==> config.mk <==
export PLATFORM = sky130hd
export DESIGN_NAME = mem_req_arbiter
export DESIGN_NICKNAME = d
export VERILOG_FILES = /design/src/rtl/mem_req_arbiter.sv
export SDC_FILE = /design/constraint.sdc
export NUM_CORES = 1
export LEC_CHECK = 0
export ABC_AREA = 1
export BUFFER_PORTS_ARGS = -buffer_cell sky130_fd_sc_hd__buf_2
export CAP_MARGIN = 20
export CORE_ASPECT_RATIO = 2
export CORE_MARGIN = 1.5
export CORE_UTILIZATION = 25
export DETAILED_ROUTE_END_ITERATION = 7
export GPL_ROUTABILITY_DRIVEN = 1
export SLEW_MARGIN = 0
export SYNTH_ARGS = -nofsm -noshare
export SYNTH_HDL_FRONTEND = slang
export SYNTH_SLANG_ARGS = --single-unit
==> constraint.sdc <==
create_clock -name clk -period 2 [get_ports clk]
set_clock_uncertainty 0.05 [all_clocks]
set_input_delay 0.4 -clock clk [delete_from_list [all_inputs] [get_ports clk]]
set_output_delay 0.4 -clock clk [all_outputs]
set_load 0.005 [all_outputs]
==> src/rtl/mem_req_arbiter.sv <==
`default_nettype none
// ============================================================================
// Module   : mem_req_arbiter
// Purpose  : Arbitrates two dual-rail (NULL/DATA) four-phase requesters,
//            instruction fetch and cache, onto one dual-rail memory address
//            channel. Inputs are resynchronised with 2-flop synchronisers.
//            A round-robin tie break alternates the winner when both sources
//            present DATA in the same cycle.
// Ports    : clk           - clock, rising edge
//            rst_n         - asynchronous active-low reset
//            req_instr     - dual-rail address word from instruction fetch
//            ack_out_instr - four-phase acknowledge to instruction fetch
//            req_cache     - dual-rail address word from cache
//            ack_out_cache - four-phase acknowledge to cache
//            addr_to_mem   - dual-rail address word to memory
//            PH0_out       - dual-rail return tag (10 instr, 01 cache, 00 NULL)
//            ack_in_mem    - memory acknowledge (1 consumed, 0 ready)
// Revision : 1.0 - initial release
// ============================================================================
module mem_req_arbiter (
   input  logic        clk,
   input  logic        rst_n,
   input  logic [15:0] req_instr,
   output logic        ack_out_instr,
   input  logic [15:0] req_cache,
   output logic        ack_out_cache,
   output logic [15:0] addr_to_mem,
   output logic [1:0]  PH0_out,
   input  logic        ack_in_mem
);

   localparam logic [1:0] c_TAG_INSTR = 2'b10;
   localparam logic [1:0] c_TAG_CACHE = 2'b01;
   localparam logic [1:0] c_TAG_NULL  = 2'b00;

   typedef enum logic [1:0] {
      IDLE    = 2'd0,
      SEND    = 2'd1,
      RELEASE = 2'd2
   } state_t;

   // A word is DATA only when every rail pair holds exactly one asserted rail.
   function automatic logic f_is_data(input logic [15:0] w);
      logic ok;
      ok = 1'b1;
      for (int k = 0; k < 8; k++) begin
         ok = ok & (w[2*k+1] ^ w[2*k]);
      end
      return ok;
   endfunction

   // Synchroniser stages
   logic [15:0] r_instr_s1, r_instr_s2;
   logic [15:0] r_cache_s1, r_cache_s2;
   logic        r_ack_s1,   r_ack_s2;

   // Control / output registers
   state_t      r_state;
   logic [15:0] r_addr;
   logic [1:0]  r_tag;
   logic        r_ack_instr;
   logic        r_ack_cache;
   logic        r_grant_cache;   // 1: current transaction belongs to cache
   logic        r_last_cache;    // 1: most recently completed grant was cache

   // Next-state values
   state_t      w_state_nxt;
   logic [15:0] w_addr_nxt;
   logic [1:0]  w_tag_nxt;
   logic        w_ack_instr_nxt;
   logic        w_ack_cache_nxt;
   logic        w_grant_cache_nxt;
   logic        w_last_cache_nxt;

   logic        w_instr_data;
   logic        w_cache_data;
   logic        w_pick_cache;
   logic [15:0] w_granted_word;

   // ------------------------------------------------------------------------
   // 2-flop synchronisers; everything downstream sees only the *_s2 copies.
   // ------------------------------------------------------------------------
   always_ff @(posedge clk or negedge rst_n) begin
      if (!rst_n) begin
         r_instr_s1 <= '0;
         r_instr_s2 <= '0;
         r_cache_s1 <= '0;
         r_cache_s2 <= '0;
         r_ack_s1   <= 1'b0;
         r_ack_s2   <= 1'b0;
      end else begin
         r_instr_s1 <= req_instr;
         r_instr_s2 <= r_instr_s1;
         r_cache_s1 <= req_cache;
         r_cache_s2 <= r_cache_s1;
         r_ack_s1   <= ack_in_mem;
         r_ack_s2   <= r_ack_s1;
      end
   end

   assign w_instr_data = f_is_data(r_instr_s2);
   assign w_cache_data = f_is_data(r_cache_s2);

   // Cache wins when it is the only DATA source, or on a tie when the
   // instruction side was served last.
   assign w_pick_cache = w_cache_data & (~w_instr_data | ~r_last_cache);

   // Word of the source that owns the current transaction; RELEASE waits for
   // this one to return to NULL.
   assign w_granted_word = r_grant_cache ? r_cache_s2 : r_instr_s2;

   // ------------------------------------------------------------------------
   // State and output registers
   // ------------------------------------------------------------------------
   always_ff @(posedge clk or negedge rst_n) begin
      if (!rst_n) begin
         r_state       <= IDLE;
         r_addr        <= '0;
         r_tag         <= c_TAG_NULL;
         r_ack_instr   <= 1'b0;
         r_ack_cache   <= 1'b0;
         r_grant_cache <= 1'b0;
         r_last_cache  <= 1'b1;   // instruction wins the first tie
      end else begin
         r_state       <= w_state_nxt;
         r_addr        <= w_addr_nxt;
         r_tag         <= w_tag_nxt;
         r_ack_instr   <= w_ack_instr_nxt;
         r_ack_cache   <= w_ack_cache_nxt;
         r_grant_cache <= w_grant_cache_nxt;
         r_last_cache  <= w_last_cache_nxt;
      end
   end

   // ------------------------------------------------------------------------
   // Next-state and output logic. Outputs are registered so that each
   // transition updates the pins on the same edge the state changes.
   // ------------------------------------------------------------------------
   always_comb begin
      w_state_nxt       = r_state;
      w_addr_nxt        = r_addr;
      w_tag_nxt         = r_tag;
      w_ack_instr_nxt   = r_ack_instr;
      w_ack_cache_nxt   = r_ack_cache;
      w_grant_cache_nxt = r_grant_cache;
      w_last_cache_nxt  = r_last_cache;

      case (r_state)
         IDLE: begin
            // A lingering memory acknowledge blocks any new grant.
            if (!r_ack_s2 && (w_instr_data || w_cache_data)) begin
               w_state_nxt       = SEND;
               w_grant_cache_nxt = w_pick_cache;
               w_addr_nxt        = w_pick_cache ? r_cache_s2 : r_instr_s2;
               w_tag_nxt         = w_pick_cache ? c_TAG_CACHE : c_TAG_INSTR;
            end
         end

         SEND: begin
            // Captured word is held regardless of further input activity.
            if (r_ack_s2) begin
               w_state_nxt     = RELEASE;
               w_addr_nxt      = '0;
               w_tag_nxt       = c_TAG_NULL;
               w_ack_instr_nxt = ~r_grant_cache;
               w_ack_cache_nxt = r_grant_cache;
            end
         end

         RELEASE: begin
            if ((w_granted_word == 16'h0000) && !r_ack_s2) begin
               w_state_nxt      = IDLE;
               w_ack_instr_nxt  = 1'b0;
               w_ack_cache_nxt  = 1'b0;
               w_last_cache_nxt = r_grant_cache;
            end
         end

         default: begin
            w_state_nxt     = IDLE;
            w_addr_nxt      = '0;
            w_tag_nxt       = c_TAG_NULL;
            w_ack_instr_nxt = 1'b0;
            w_ack_cache_nxt = 1'b0;
         end
      endcase
   end

   assign addr_to_mem   = r_addr;
   assign PH0_out       = r_tag;
   assign ack_out_instr = r_ack_instr;
   assign ack_out_cache = r_ack_cache;

endmodule
`default_nettype wire
==> results by group, run 1 <==
STA
  • Tmin final: 1.80 ns
  • RSZ-0062 raised after global routing: no
  • Crit share post-route: 90.0%
  • Final setup fails: 0
  • Slew HR: 75.3%
  • Setup TNS: 0 ns
  • Min Hold Slack: 0.110 ns
  • Hold Vio Cnt, Final: 0
  • Achievable clock frequency: 555 MHz
  • Max Slew Vio Count: 0
  • Setup WS post-layout: 0.199 ns
  • Worst-margin pin slew: about 0.37 ns

Critical path
  • Crit path launch: r_instr_s2[1]
  • CP Data Arrival Time: 1.98 ns
  • CP Max Fanout: 17
  • R2r worst-path depth: 11
  • CP Capture Type: flop
  • Worst Setup Start Kind: flop
  • Critical path class: flop to flop
  • WP data required: about 2.2 ns
  • Critical R2R Launch: r_instr_s2[1]

Place
  • Dpl cells: 551
  • Final Wtd Congestion: 0.978
  • I/O Buffers: 54
  • Area after DPL: 0.00392 mm2
  • Pre-CTS setup slack: around 0.15 ns
  • DP Wirelength: 6210 um

Synth
  • Mean Syn Cell Area: 10.1 um2
  • Syn Inst Count: approximately 350
  • Post-Syn Area: between 0.003 and 0.004 mm2
  • Sequential area share after synthesis: approximately 65%
  • Netlist cell types: 25
  • Yosys reg bits: 90
  • Mapped Nets: approximately 380
  • Top cells by area, synth: dfrtp_1 64%, nand2_1 11%, nand3_1 5.0%
  • Yosys warns: 0
  • Dominant cell type by area after synthesis: dfrtp_1
  • Share of the synthesized area in the top cell type: 63.9%

Pwr
  • IR drop worst, VDD: roughly 0.47 mV
  • Sequential Power Share: 43.8%
  • Clock power share: 32.6%
  • Comb power frac: a little under a quarter
  • Pwr dens: 1180 mW/mm2
  • P_leak: 2.17 nW
  • Net Sw Power: 1.61 mW
  • Total power: 5.00 mW
  • Int Power: 3.39 mW
  • Net Sw Frac: 32.2%

Final layout
  • Area delta synth->final: 21.8%
  • Final core utilization: 31.4%
  • Final instance area: 0.00424 mm2
  • Post-route insts no fill: 568
  • Share of cells above drive strength 1: 23.2%
  • Filler cell count: 1425
  • Total inserted antenna cells: 0
  • Layout Nets: 443

Floorplan
  • Total die area: approximately 0.015 mm2
  • Starting density of the core: between 20% and 30%
  • Row Count: 60
  • Die Ht: 170 um
  • Die W: 86.5 um
  • CORE AREA: 0.0135 mm2
  • I/O pin cnt: 55

Routing
  • Drt pass-1 iters: 5
  • Drc violations: 0
  • DR vias: 2413
  • Vias per cell: ~4.2
  • DRT iter0 DRCs: 107
  • Final ANT Viol Nets: 0
  • Drt wl/cell: approximately 14 um
  • Drt total wl: roughly 7800 um

Clock tree
  • Clock root buffer: clkbuf_16
  • Worst-path clk slew: 0.07 ns
  • Clk sinks: 90
  • CTS tree: done
  • Setup Buffers After CTS: 0
  • CTS Buf Count: 9
  • Clock Tree Buf Depth: 2
  • Htree depth: 3
  • Clock Latency Late Sink: 0.34 ns

Global routing
  • Global-route wire length before repair: between 10000 and 15000 um
  • GR Util All Layers: a little under an eighth
  • GR Overflow Total: 0
  • Initial antenna violation count: 0
  • Vias in the first global route: 2408
  • Largest net degree at the start of global routing: 40

Status
  • Outcome: finished, final reports clean

Min path
  • Min-delay src: ack_in_mem
  • Hold Path Depth: 1
  • Worst Hold Class: input port to flop

Run
  • Total of max-cap violations: 0
-- sequential cells by signal, summed over array words and instances (netlist names) --
name           cells
r_cache_s1        16
r_ack_s1           1
r_instr_s1        16
ack_out_cache      1
r_cache_s2        16
ack_out_instr      1
addr_to_mem       16
r_state            2
PH0_out            2
r_ack_s2           1
r_instr_s2        16
r_last_cache       1
r_grant_cache      1
-- power groups by stage --
stage | clock [mW] | sequential, mW | combinational [mW]
after CTS | 1.69 | 2.19 | 1.16
after global placement | 0 | 2.22 | 1.14
after floorplan | 0 | 2.20 | 0.898
final | 1.63 | 2.19 | 1.18
after detailed placement | 0 | 2.23 | 1.15
after global routing | 1.76 | 2.22 | 1.35
-- synth_stat cells, drive strengths merged --
library cell and number:
nand2 112, clkinv 1, buf 6, a21oi 1, clkbuf 4, nand3b 1, dfstp 1, nor3 3
dfrtp 89, nand3 38, o21ai 6, nor2 43, nand4 17, inv 24
-- worst paths after layout --
check,endpoint,slack [ns]
worst min register to register,r_instr_s2[8],0.29
worst max register to register,addr_to_mem[9],0.20
worst min-delay path,r_ack_s1,0.11
worst max-delay path,addr_to_mem[9],0.20
max in group asynchronous,r_last_cache,0.90
min in group asynchronous,r_instr_s2[6],0.47
-- placed cells by master (no fill, tap or decap) --
| cell type | n |
|---|---|
| nand3_2 | 2 |
| nand2_4 | 1 |
| nor2_2 | 3 |
| buf_4 | 5 |
| nand3_1 | 35 |
| dfstp_2 | 1 |
| nor2_8 | 1 |
| nor2_1 | 36 |
| clkinvlp_4 | 1 |
| nand3b_1 | 1 |
| nor2_4 | 3 |
| clkinv_4 | 1 |
| a21oi_1 | 1 |
| clkbuf_8 | 2 |
| dfrtp_1 | 89 |
| clkbuf_16 | 9 |
| nand4_1 | 17 |
| buf_2 | 53 |
| nand2_2 | 4 |
| nand3_4 | 1 |
| inv_1 | 22 |
| buf_12 | 2 |
| inv_2 | 2 |
| nand2_1 | 105 |
| clkinv_1 | 1 |
| inv_6 | 3 |
| dlygate4sd3_1 | 1 |
| nand2_8 | 2 |
| o21ai_0 | 6 |
| nor3_1 | 3 |
-- routing by layer --
metal / up-vias / share of wire (%) / track usage (%)
met2: 78 / 54 / 19.8
li1: 1222 / - / -
met4: 0 / 6.4 / 9.82
met3: 23 / 4.6 / 2.72
met5: - / 0 / 0
met1: 1090 / 35 / 10.9
-- cells by family after synthesis --
family,synth area share [%]
buf+inv,5.67
compound gates,1.00
flops,64.6
simple gates,28.7
-- critical path, cell delays in order (launching register included) --
cell and delay, ns:
dfrtp_1 0.45, nand2_1 0.10, inv_1 0.04, nor2_1 0.10, nand2_2 0.07, nor2_4 0.17
nand3_4 0.11, buf_4 0.20, nand4_1 0.15, nand2_1 0.09, nand3_1 0.09, nand2_1 0.07
-- area by class of cell --
cell class	instances	area (um2)	share of cell area (%)
Tap cell	155	194	4.57
Clock inverter	5	42.5	1.00
Timing Repair Buffer	61	353	8.31
Sequential cell	90	2250	53.1
Clock buffer	11	253	5.96
Multi-Input combinational cell	221	1050	24.9
Inverter	25	93.8	2.21
-- timing repair --
action                                  in CTS  in global routing
endpoints found under the setup margin       0                 18
hold buffers                                 1                  0
endpoints found under the hold margin       26                  0
gates resized for setup                      0                  2
Note: power is estimated with default switching activity, not from simulation.
==> inputs of run 2 (changes only) <==
Settings changed: CORE_UTILIZATION 25 to 55, PLACE_DENSITY set to 0.78.
==> results by group, run 2 (synthesis gave the netlist of run 1 again) <==
Status
  • Outcome: finished, final reports clean

Critical path
  • CP Capture Type: flop
  • Slowest stage delay, CP: 0.42 ns
  • Buffers plus inverters on the worst setup path: 1
  • Cell Chain, Critical Path: nand2_1 > inv_1 > nor2_1 > nand2_2 > nor2_4 > nand2_1 > nand2_1 > nand3_2 > nand2_8 > nand2_4 > nand2_1 > nand2_1
  • Critical path class: flop to flop
  • CP Data Arrival Time: 1.95 ns
  • CP top delay family: simple AND/OR/NAND/NOR gates
  • Slowest CP cell: dfrtp_1
  • CP most frequent cell: nand2_1
  • Worst Setup Start Kind: flop
  • CP Max Fanout: 20
  • WP data required: approximately 2.2 ns

Final layout
  • Total inserted antenna cells: 0
  • Area delta synth->final: 17.1%
  • Final instance area: 0.00408 mm2
  • Filler cell count: between 400 and 500
  • Layout Nets: 441
  • Most common cell after layout, fill and taps aside: nand2_1
  • Final core utilization: 67.4%
  • Share of cells above drive strength 1: between 20% and 30%
  • Commonest cells after routing, fill and taps aside: 105 x nand2_1, 89 x dfrtp_1, 53 x buf_2

Clock tree
  • CTS Buf Count: 9
  • Setup Buffers After CTS: 0
  • Worst-path clk slew: 0.06 ns
  • Clock Tree Buf Depth: 2
  • Clock Latency Late Sink: 0.34 ns
  • CTS tree: done
  • Clk sinks: 90
  • Clock root buffer: clkbuf_16
  • Htree depth: 3

Routing
  • Drt total wl: 6740 um
  • Final ANT Viol Nets: 0
  • DR vias: 2461
  • Drt wl/cell: 13.7 um
  • Vias per cell: 5.00
  • DRT iter0 DRCs: 137
  • Drt pass-1 iters: 4
  • Drc violations: 0

Place
  • DP Wirelength: 5030 um
  • Area after DPL: 0.00380 mm2
  • I/O Buffers: 54
  • Pre-CTS setup slack: 0.220 ns
  • Final Wtd Congestion: 1.04

STA
  • Tmin final: 1.77 ns
  • Setup TNS: 0 ns
  • Crit share post-route: approximately nine tenths
  • Hold Vio Cnt, Final: 0
  • RSZ-0062 raised after global routing: no
  • Slew HR: 76.3%
  • Setup WS post-layout: 0.231 ns
  • Final setup fails: 0
  • Achievable clock frequency: roughly 570 MHz
  • Max Slew Vio Count: 0
  • Worst-margin pin slew: approximately 0.36 ns

Pwr
  • Clock power share: 30.8%
  • Comb power frac: 23.6%
  • Int Power: 3.28 mW
  • Net Sw Power: between 1.5 and 2 mW
  • Sequential Power Share: 45.6%
  • IR drop worst, VDD: 0.735 mV
  • Pwr dens: 1170 mW/mm2
  • Net Sw Frac: 31.4%
  • P_leak: 2.13 nW

Floorplan
  • CORE AREA: 0.00606 mm2
  • Starting density of the core: 57.6%
  • I/O pin cnt: 55
  • Row Count: 40
  • Total die area: 0.00685 mm2
  • Die Ht: ~120 um
  • Die W: a little under 60 um

Global routing
  • Initial antenna violation count: 0
  • Vias in the first global route: 2372
  • Met3 Usage GRT: around 6.3%
  • Met1 Use GR: 23.6%
  • Largest net degree at the start of global routing: 45
  • GRT met2 Usage: 38.1%
  • Global-route wire length before repair: 11000 um
  • GR Overflow Total: 0
  • GR peak layer: met2
  • GR Util All Layers: a little under a quarter

Run
  • Total of max-cap violations: 0

Min path
  • Worst Hold Class: input port to flop
-- run 2: cell count changes in the layout (fill, tap and decap cells not counted), sizes merged --
cell and delta:
clkinv +1, buf -2, inv -3, clkinvlp +1, clkbuf -2
-- run 2: layout make-up --
| type | count | area (um2) | share of cell area (%) |
|---|---|---|---|
| Tap cell | 84 | 105 | 2.58 |
| Inverter | 25 | 93.8 | 2.30 |
| Sequential cell | 90 | 2250 | 55.2 |
| Clock buffer | 9 | 225 | 5.52 |
| Clock inverter | 4 | 32.5 | 0.797 |
| Timing Repair Buffer | 59 | 325 | 7.97 |
| Multi-Input combinational cell | 221 | 1050 | 25.6 |
-- run 2: per-stage QoR --
stage / power, mW / hold slack, ns / instances
2_1_floorplan: 3.10 / 0.0544 / 346
3_3_place_gp: 3.30 / 0.281 / 478
3_5_place_dp: 3.32 / 0.285 / 478
4_1_cts: 4.80 / 0.103 / 492
5_1_grt: 5.09 / 0.102 / 492
6_report: 4.78 / 0.109 / 492
-- run 2: power groups by stage --
stage                     combinational [mW]  sequential (mW)  clock [mW]
after global routing                    1.31             2.20        1.58
after floorplan                        0.898             2.20           0
after detailed placement                1.11             2.21           0
final                                   1.13             2.18        1.47
after CTS                               1.12             2.18        1.50
after global placement                  1.10             2.20           0
-- run 2: worst paths after layout --
kind                                startpoint         endpoint  slack, ns  cells after the start
min in group asynchronous                rst_n   r_cache_s2[10]       0.47                      2
worst max-delay path             r_instr_s2[1]  addr_to_mem[11]       0.23                     12
worst min register to register  r_cache_s1[15]   r_cache_s2[15]       0.29                      0
max in group asynchronous                rst_n  addr_to_mem[11]       0.86                      3
worst max register to register   r_instr_s2[1]  addr_to_mem[11]       0.23                     12
worst min-delay path              req_instr[7]    r_instr_s1[7]       0.11                      1
-- run 2: repair_timing --
item                                    4_1_cts  5_1_grt
endpoints found under the setup margin        0        1
hold buffers                                  1        0
endpoints found under the hold margin        26        0
resized for setup                             0        1
-- run 2: layer usage --
| metal | part of all wire, % | vias to the layer above | wire [um] |
|---|---|---|---|
| met5 | 0 | - | 0 |
| met2 | 54 | 81 | 3630 |
| met4 | 5.2 | 0 | 352 |
| met3 | 4.6 | 22 | 310 |
| li1 | - | 1218 | - |
| met1 | 36 | 1140 | 2440 |
==> inputs of run 3 (changes only) <==
Settings changed: CORE_UTILIZATION 55 to 50, PLACE_DENSITY 0.78 to 0.75.
Clock period 2 ns to 1.5 ns, I/O delays scaled along.
==> results by group, run 3 (synthesis gave the netlist of run 1 again) <==
Min path
  • Hold Crit Endpoint: r_ack_s1
  • Min-delay src: ack_in_mem
  • Worst Hold Class: input port to flop
  • Hold Path Depth: 1

STA
  • Hold Vio Cnt, Final: 0
  • Max Slew Vio Count: 0
  • Setup TNS: -3.46 ns
  • RSZ-0062 raised after global routing: yes
  • Slew HR: 81.2%
  • Min Hold Slack: between 0.015 and 0.02 ns
  • Tmin final: 1.74 ns
  • Crit share post-route: 116%
  • Final setup fails: 21
  • Worst-margin pin slew: ~0.28 ns
  • Achievable clock frequency: 573 MHz
  • Setup WS post-layout: -0.244 ns

Global routing
  • GR Util All Layers: a little under a quarter
  • Initial antenna violation count: 0
  • Vias in the first global route: approximately 2.8k
  • Largest net degree at the start of global routing: 57
  • GR Overflow Total: 0
  • Global-route wire length before repair: 12300 um

Place
  • DP Wirelength: 5350 um
  • Final Wtd Congestion: 0.966
  • Pre-CTS setup slack: -0.231 ns
  • Area after DPL: 0.00414 mm2
  • I/O Buffers: 54

Routing
  • Vias per cell: 4.92
  • Drc violations: 0
  • Final ANT Viol Nets: 0
  • Drt wl/cell: 13.5 um
  • DR vias: approximately 2.8k
  • Drt pass-1 iters: 6
  • Drt total wl: 7640 um
  • DRT iter0 DRCs: 113

Critical path
  • Critical path class: flop to flop
  • CP Data Arrival Time: between 1.5 and 2 ns
  • CP Capture Type: flop
  • R2r endpoint: addr_to_mem[13]
  • Critical R2R Launch: r_cache_s2[0]
  • R2r worst-path depth: 10
  • WP data required: about 1.7 ns
  • CP Max Fanout: 8
  • Worst Setup Start Kind: flop
  • R2R Setup Slk: -0.24 ns

Final layout
  • Area delta synth->final: 37.7%
  • Filler cell count: about 530
  • Share of cells above drive strength 1: 40.2%
  • Layout Nets: 509
  • Total inserted antenna cells: 0
  • Most common cell after layout, fill and taps aside: nand2_1
  • Commonest cells after routing, fill and taps aside: 92 x nand2_1, 89 x dfrtp_1, 62 x buf_4
  • Final instance area: 0.00480 mm2

Clock tree
  • Htree depth: 3
  • CTS Buf Count: 9
  • Clock Latency Late Sink: approximately 0.33 ns
  • CTS tree: done
  • Clock Tree Buf Depth: 2
  • Clock root buffer: clkbuf_16
  • Worst-path clk slew: about 0.060 ns
  • Clk sinks: 90

Pwr
  • Net Sw Frac: 31.2%
  • Comb power frac: 30.8%
  • Sequential Power Share: about two fifths
  • Int Power: 5.02 mW
  • P_leak: 2.51 nW
  • Net Sw Power: 2.28 mW
  • Clock power share: between 20% and 30%
  • Pwr dens: between 1500 and 2000 mW/mm2
  • IR drop worst, VDD: 0.997 mV
  • Total power: 7.30 mW

Floorplan
  • Die Ht: between 100 and 150 um
  • Die W: around 62 um
  • Total die area: 0.00751 mm2
  • Row Count: 42
  • Starting density of the core: 52.2%
  • I/O pin cnt: 55
  • CORE AREA: 0.00667 mm2

Status
  • Outcome: finished, violations left
  • Failing checks: negative setup slack

Run
  • Total of max-cap violations: 0
## run 3: final cells by class
class	instances	area [um2]	share of cell area [%]
sequential	90	2250	46.9
clock inverter	2	37.5	0.782
tap	88	110	2.29
multi-input combinational	224	1200	24.9
timing repair buffer	124	857	17.9
inverter	25	95.1	1.98
clock buffer	13	250	5.21
## run 3: power by group through the flow
stage          registers [mW]  logic (mW)  clock network, mW
4_1_cts                  2.90        2.17               2.21
2_1_floorplan            2.93        1.20                  0
3_3_place_gp             2.93        1.73                  0
3_5_place_dp             2.94        1.76                  0
5_1_grt                  2.93        2.48               2.31
6_report                 2.90        2.25               2.15
## run 3: metrics by stage
stage,utilization (%),std cells
after floorplan,-,346
after global placement,62.0,522
after detailed placement,62.0,522
after CTS,70.6,559
after global routing,71.9,566
final,71.9,566
## run 3: layer usage
metal	part of all wire (%)	global-route usage, %
met1	35	24.1
met2	54	37.4
met3	3.8	4.05
met4	6.8	18.1
met5	0	0
## run 3: what timing repair did
item                                    CTS  global route
hold buffers                              1             0
gates cloned                              4             0
resized for setup                        31            17
hold endpoints to repair                 16             0
setup buffers                            17             7
endpoints found under the setup margin   22            24
pin swaps                                19            14
## run 3: worst max-delay path by stage
stage	from	end	slack, ns
4_1_cts	r_instr_s2[12]	addr_to_mem[11]	-0.17
3_5_place_dp	r_cache_s2[14]	addr_to_mem[1]	-0.23
2_1_floorplan	r_instr_s2[3]	addr_to_mem[0]	0.006
3_3_place_gp	r_cache_s2[14]	addr_to_mem[14]	-0.22
6_report	r_cache_s2[0]	addr_to_mem[13]	-0.24
5_1_grt	r_cache_s2[7]	addr_to_mem[3]	-0.34
## run 3: critical path, cell delays in order, from the launching register on
cell,delay [ns]
dfrtp_1,0.43
nand2_2,0.12
nand2_1,0.06
nor2_1,0.15
nand2_2,0.12
nor2_8,0.20
buf_4,0.14
nand4_1,0.16
nand2_1,0.13
nand3_1,0.07
nand2_1,0.06
